File: src/rtl/bcd_mul_if.sv
// Request/result bundle between a bus front end and the BCD multiplier.
//   start   : request to begin an operation (sampled only while idle)
//   a_bcd   : multi-digit BCD operand, digit 0 in bits [3:0]
//   b_digit : single BCD multiplier digit
//   busy    : operation in progress
//   done    : one-cycle completion pulse
//   err     : an accepted operand held a non-BCD digit
//   product : BCD result, DIGITS+1 digits, top digit is the final carry
// Modports: master drives the request, slave (the multiplier) drives the result.
interface bcd_mul_if #(
   parameter int unsigned DIGITS = 4
) ();
   logic                    start;
   logic [4*DIGITS-1:0]     a_bcd;
   logic [3:0]              b_digit;
   logic                    busy;
   logic                    done;
   logic                    err;
   logic [4*(DIGITS+1)-1:0] product;

   modport master (
      output start, a_bcd, b_digit,
      input  busy, done, err, product
   );

   modport slave (
      input  start, a_bcd, b_digit,
      output busy, done, err, product
   );
endinterface

File: src/rtl/bcd_mul_seq.sv
// Sequential multi-digit BCD x single-digit BCD multiplier.
// One shared digit multiplier (mul4x4s) is stepped across the operand digits,
// least significant first, with decimal correction and carry applied each cycle.
// Ports:
//   clk   : rising-edge clock
//   reset : asynchronous active-high reset; abandons any operation in flight
//   bus   : bcd_mul_if slave (start/a_bcd/b_digit in, busy/done/err/product out)
// Parameters:
//   DIGITS : number of BCD digits in operand A (>= 1)
// Build option:
//   BCD_MUL_ZSKIP_EN : when defined, an all-zero A or a zero B skips the digit
//                      loop and completes one cycle after accept. The result is
//                      the same either way; only latency differs.

// Combinational digit multiplier. Non-BCD inputs yield zero; the controller
// checks digit validity itself and does not rely on this.
module mul4x4s (
   input  logic [3:0] a,
   input  logic [3:0] b,
   output logic [6:0] p
);
   always_comb begin
      p = '0;
      if (a <= 4'd9 && b <= 4'd9) begin
         p = {3'b000, a} * {3'b000, b};
      end
   end
endmodule

module bcd_mul_seq #(
   parameter int unsigned DIGITS = 4
) (
   input  logic    clk,
   input  logic    reset,
   bcd_mul_if.slave bus
);
   localparam int unsigned IdxW = (DIGITS > 1) ? $clog2(DIGITS) : 1;
   localparam int unsigned AW   = 4 * DIGITS;
   localparam int unsigned PW   = 4 * (DIGITS + 1);

   typedef enum logic [1:0] {StIdle, StRun, StFin} state_e;

   state_e          state_q, state_d;
   logic [AW-1:0]   a_q, a_d;
   logic [3:0]      b_q, b_d;
   logic [IdxW-1:0] idx_q, idx_d;
   logic [3:0]      carry_q, carry_d;
   logic [PW-1:0]   product_q, product_d;
   logic            err_q, err_d;

   logic [3:0] a_digit;
   logic [6:0] m;
   logic [6:0] p;
   logic [3:0] tens;
   logic [3:0] units;
   logic       bad;
`ifdef BCD_MUL_ZSKIP_EN
   logic       zero_work;
`endif

   // Multiplier inputs come from registered state only.
   assign a_digit = a_q[{idx_q, 2'b00} +: 4];

   mul4x4s u_mul (
      .a (a_digit),
      .b (b_q),
      .p (m)
   );

   // p <= 81 + 8 = 89, so the tens digit is found by comparing against the
   // multiples of ten and the units by a constant multiply-subtract.
   always_comb begin
      p    = m + {3'b000, carry_q};
      tens = '0;
      for (int k = 1; k <= 8; k++) begin
         if (p >= 7'(10 * k)) tens = 4'(k);
      end
      units = 4'(p - ({3'b000, tens} * 7'd10));
   end

   // Operand validity, evaluated on the live inputs at accept time.
   always_comb begin
      bad = (bus.b_digit > 4'd9);
      for (int i = 0; i < int'(DIGITS); i++) begin
         if (bus.a_bcd[4*i +: 4] > 4'd9) bad = 1'b1;
      end
   end

`ifdef BCD_MUL_ZSKIP_EN
   assign zero_work = (bus.b_digit == 4'd0) || (bus.a_bcd == '0);
`endif

   always_comb begin
      state_d   = state_q;
      a_d       = a_q;
      b_d       = b_q;
      idx_d     = idx_q;
      carry_d   = carry_q;
      product_d = product_q;
      err_d     = err_q;

      unique case (state_q)
         StIdle: begin
            if (bus.start) begin
               a_d       = bus.a_bcd;
               b_d       = bus.b_digit;
               idx_d     = '0;
               carry_d   = '0;
               product_d = '0;
               err_d     = bad;
               state_d   = bad ? StFin : StRun;
`ifdef BCD_MUL_ZSKIP_EN
               if (!bad && zero_work) state_d = StFin;
`endif
            end
         end
         StRun: begin
            product_d[{idx_q, 2'b00} +: 4] = units;
            carry_d = tens;
            if (idx_q == IdxW'(DIGITS - 1)) begin
               product_d[4*DIGITS +: 4] = tens;
               idx_d   = '0;
               state_d = StFin;
            end else begin
               idx_d = idx_q + IdxW'(1);
            end
         end
         StFin: begin
            state_d = StIdle;
         end
         default: begin
            state_d = StIdle;
         end
      endcase
   end

   always_ff @(posedge clk or posedge reset) begin
      if (reset) begin
         state_q   <= StIdle;
         a_q       <= '0;
         b_q       <= '0;
         idx_q     <= '0;
         carry_q   <= '0;
         product_q <= '0;
         err_q     <= 1'b0;
      end else begin
         state_q   <= state_d;
         a_q       <= a_d;
         b_q       <= b_d;
         idx_q     <= idx_d;
         carry_q   <= carry_d;
         product_q <= product_d;
         err_q     <= err_d;
      end
   end

   assign bus.busy    = (state_q != StIdle);
   assign bus.done    = (state_q == StFin);
   assign bus.err     = err_q;
   assign bus.product = product_q;
endmodule
File: src/flat_wrapper.sv
// flat-port wrapper written by rule: the top's interface ports become plain ports
module bcd_mul_seq_flat 
#(
   parameter int unsigned DIGITS = 4
)
  (clk, reset, bus_start, bus_a_bcd, bus_b_digit, bus_busy, bus_done, bus_err, bus_product);
  bcd_mul_if #(.DIGITS(DIGITS)) bus_i ();
  input  logic clk;
  input  logic reset;
  input wire logic [$bits(bus_i.start)-1:0] bus_start;
  input wire logic [$bits(bus_i.a_bcd)-1:0] bus_a_bcd;
  input wire logic [$bits(bus_i.b_digit)-1:0] bus_b_digit;
  output wire logic [$bits(bus_i.busy)-1:0] bus_busy;
  output wire logic [$bits(bus_i.done)-1:0] bus_done;
  output wire logic [$bits(bus_i.err)-1:0] bus_err;
  output wire logic [$bits(bus_i.product)-1:0] bus_product;
  assign bus_i.start = bus_start;
  assign bus_i.a_bcd = bus_a_bcd;
  assign bus_i.b_digit = bus_b_digit;
  assign bus_busy = bus_i.busy;
  assign bus_done = bus_i.done;
  assign bus_err = bus_i.err;
  assign bus_product = bus_i.product;
  bcd_mul_seq #(.DIGITS(DIGITS)) u_core (.clk(clk), .reset(reset), .bus(bus_i));
endmodule
File: config.mk
export PLATFORM = sky130hd
export DESIGN_NAME = bcd_mul_seq_flat
export DESIGN_NICKNAME = d
export VERILOG_FILES = /design/src/rtl/bcd_mul_if.sv /design/src/rtl/bcd_mul_seq.sv /design/src/flat_wrapper.sv
export SDC_FILE = /design/constraint.sdc
export NUM_CORES = 1
export LEC_CHECK = 0
export CAP_MARGIN = 20
export CORE_ASPECT_RATIO = 2
export CORE_UTILIZATION = 23
export DETAILED_ROUTE_END_ITERATION = 10
export GPL_ROUTABILITY_DRIVEN = 0
export PLACE_DENSITY = 0.48
export SYNTH_ARGS = -nofsm -noshare
export SYNTH_HDL_FRONTEND = slang
export SYNTH_HIERARCHICAL = 1
export SYNTH_SLANG_ARGS = --single-unit
File: constraint.sdc
create_clock -name clk -period 6.6 [get_ports clk]
set_input_delay 0.99 -clock clk [delete_from_list [all_inputs] [get_ports clk]]
set_output_delay 0.99 -clock clk [all_outputs]
set_load 0.02 [all_outputs]
==> results.cfg <==
[critical_path]
startpoint = u_core/idx_q[1]
cp_max_fo = 10
critPathSlowestCell = dfrtp_1
endpoint_kind = flip-flop
crit_required_ns = 6.78
rr_endpoint = u_core/bus.product[19]
crit_end = u_core/bus.product[19]
cp_common_cell = fa_1
regToRegSetupSlack_ns = 0.29
crit_arrival_ns = 6.49
critPathKind = reg -> reg
path_cells = mux4_2 -> nand2_1 -> fa_1 -> inv_1 -> fa_1 -> fa_1 -> and3_1 -> ha_2 -> and3_1 -> o2bb2ai_4 -> xnor2_4 -> a2bb2oi_1 -> o221ai_2 -> mux2i_2 -> ha_1 -> inv_1 -> fa_1 -> xnor3_1 -> o31ai_2 -> o221ai_2 -> a221o_1
worst_r2r_path_depth = 21
r2r-start = u_core/idx_q[1]
slowest_delay_ns = 0.55
start_kind = flip-flop

[logic_synthesis]
synthFlopType = dfrtp_1
synth-edff-count = 0
synthArstFlopShare = 1.000
synth.avg_cell_area_um2 = 11.10
syn-instance-count = 289
yosys_warnings = 6
ys_types = 64
synth.net_count = 337
synth-seq-cells = 49
synthesis.area_um2 = 3209
synth_seq_area_share = 0.3821

[clock_network]
path_clk_slew_ns = 0.07
numCtsBuffers = 5
ctsHoldBuffers = 0
clk_path_buf_depth = 2
cts_tree = yes
root_buffer = clkbuf_16
h-tree-depth = 2
clkSinkCount = 49
clk_latency_ns = 0.29

[grt]
grt_pass1_vias = 2583
track_usage = 0.1242
antenna_found_initial = 0
grt_pass1_wl_um = 13680
grt-ovfl-total = 0
grt_max_degree = 50

[timing]
max_slew_margin = 0.4564
drv_slew = 0
setup_viol_count_final = 0
finClkSkew_ns = 0.002391
fin_crit_ns = 6.312
fmax_mhz = 158.4
setup_ws_ns = 0.2876
worst_slew_pin_slew_ns = 0.8041
min_period_over_period = 0.9564
hold_viol = 0

[hold_path]
hold_class = reg -> reg

[die]
fp.coreArea_um2 = 13510
die-area_um2 = 14460
fp.dieW_um = 85.53
initial_core_util = 0.2375
num_rows = 60
ios = 46
dieHeight_um = 169.1

[run_status]
outcome = completed

[power]
switching_share = 0.4875
clockPowerShare = 0.109
power.density_nw_per_um2 = 591.2
combinationalPowerShare = 0.725
p_switching_mw = 1.161
power_leakage_nw = 1.691
p_int_mw = 1.221
pwr-share-seq = 0.166
vdd_drop_max_mv = 0.2603

[place]
post-place-ws_ns = 0.1319
hpwl_um = 6844
io_buffers = 45

[final_layout]
drive_gt1_frac = 0.1848
nNetsFinal = 388
fin_util = 0.2981
insertedDiodeCount = 0
syn_to_final_growth_pct = 25.54

[detailed_routing]
drtAntennaViolNets = 0
totalWireLength_um = 8543
drtIter0Drc = 60
via_per_inst = 4.942
wl_per_cell_um = 17.22
drc = 0
vias = 2451
first_pass_iters = 4

[flow_run]
max_cap_viol_count = 0
## what timing repair did
item / in CTS / in global routing
endpoints found under the setup margin: 0 / 5
buffers inserted: 0 / 0
resized for setup: 0 / 6
## synthesized netlist by cell type (5+ instances only)
cell	number	share of area
inv_1	16	0.019
a21oi_1	10	0.016
nand2_1	20	0.023
clkbuf_1	5	0.0058
dfrtp_1	49	0.38
mux2_2	20	0.070
fa_1	6	0.037
a21o_1	6	0.014
a22o_1	20	0.055
nor2_1	14	0.016
and2_1	8	0.016
ha_1	19	0.074
o21ai_0	14	0.022
xnor2_1	5	0.014
## registers in the layout, summed over array words and instances (netlist names)
signal and flops:
u_core/a_q 16, u_core/b_q 4, u_core/bus.err 1, u_core/bus.product 20
u_core/carry_q 4, u_core/idx_q 2, u_core/state_q 2
## per-stage QoR
stage               TNS (ns)  std cells  instance area, um2  total power, mW  hold slack, ns
global placement           0        488                3865            2.100          0.4969
floorplan                  0        289                3209            1.646          0.4563
global route        -0.01076        496                4029            2.556          0.5257
detailed placement         0        488                3865            2.100          0.4901
finish                     0        496                4029            2.382          0.5078
CTS                        0        496                4011            2.384          0.5108
## how the worst min path moves through the flow
stage	from	end	depth (start not counted)
final	u_core/a_q[11]	u_core/a_q[11]	1
after global routing	u_core/a_q[11]	u_core/a_q[11]	1
after CTS	u_core/a_q[11]	u_core/a_q[11]	1
after detailed placement	u_core/bus.err	u_core/bus.err	2
after global placement	u_core/a_q[6]	u_core/a_q[6]	1
after floorplan	u_core/carry_q[3]	u_core/carry_q[3]	2
## power by group through the flow
stage	sequential (mW)	clock, mW	combinational (mW)
6_report	0.395	0.259	1.73
2_1_floorplan	0.386	0	1.26
3_5_place_dp	0.402	0	1.70
3_3_place_gp	0.401	0	1.70
5_1_grt	0.406	0.277	1.87
4_1_cts	0.397	0.269	1.72
## cells by family (layout without fill, tap and decap cells)
family / after synthesis / in the layout / synth area share
flops: 49 / 49 / 0.3821
compound gates: 82 / 82 / 0.2016
simple gates: 71 / 71 / 0.1193
buf+inv: 24 / 76 / 0.03314
mux: 26 / 26 / 0.1045
xor+xnor: 11 / 11 / 0.04484
fa+ha+maj: 26 / 26 / 0.1146
## routing by layer
layer	GRT usage	routed length (um)	vias to the layer above
met1	0.1187	2976	1228
met4	0.06667	327	0
met2	0.2494	5070	35
met5	0	0	-
li1	-	-	1174
met3	0.01268	168	14
## layout make-up
type                       instances  area, um2
fill                            1445       9484
clock inverter                     3      21.27
tap                              155      193.9
multi-input combinational        216       1898
inverter                          16      60.06
sequential                        49       1227
timing repair buffer              52      503.0
clock buffer                       5      125.1
## critical path: cells and delay by family, from the launching register on
kind | cells | cell delay [ns]
AOI/OAI and AO/OA | 6 | 1.39
xor gates and xnor gates | 2 | 0.73
adders and majority gates | 6 | 2.48
DFF | 1 | 0.55
muxes | 2 | 0.52
buffers and inverters | 2 | 0.10
and+or+nand+nor | 3 | 0.43
## cells in the final DEF, fill, tap and decap left out, types with 5 or more instances in the layout
cell and n:
ha_1 18, fa_1 6, buf_4 7, a21o_1 6, clkbuf_16 5, a22o_1 20, inv_1 15, nand2_1 20
dfrtp_1 48, o21ai_0 14, clkdlybuf4s50_1 45, xnor2_1 5, a21oi_1 9, and2_1 8, mux2_2 20, nor2_1 14
Power figures use the tool's default switching activity.
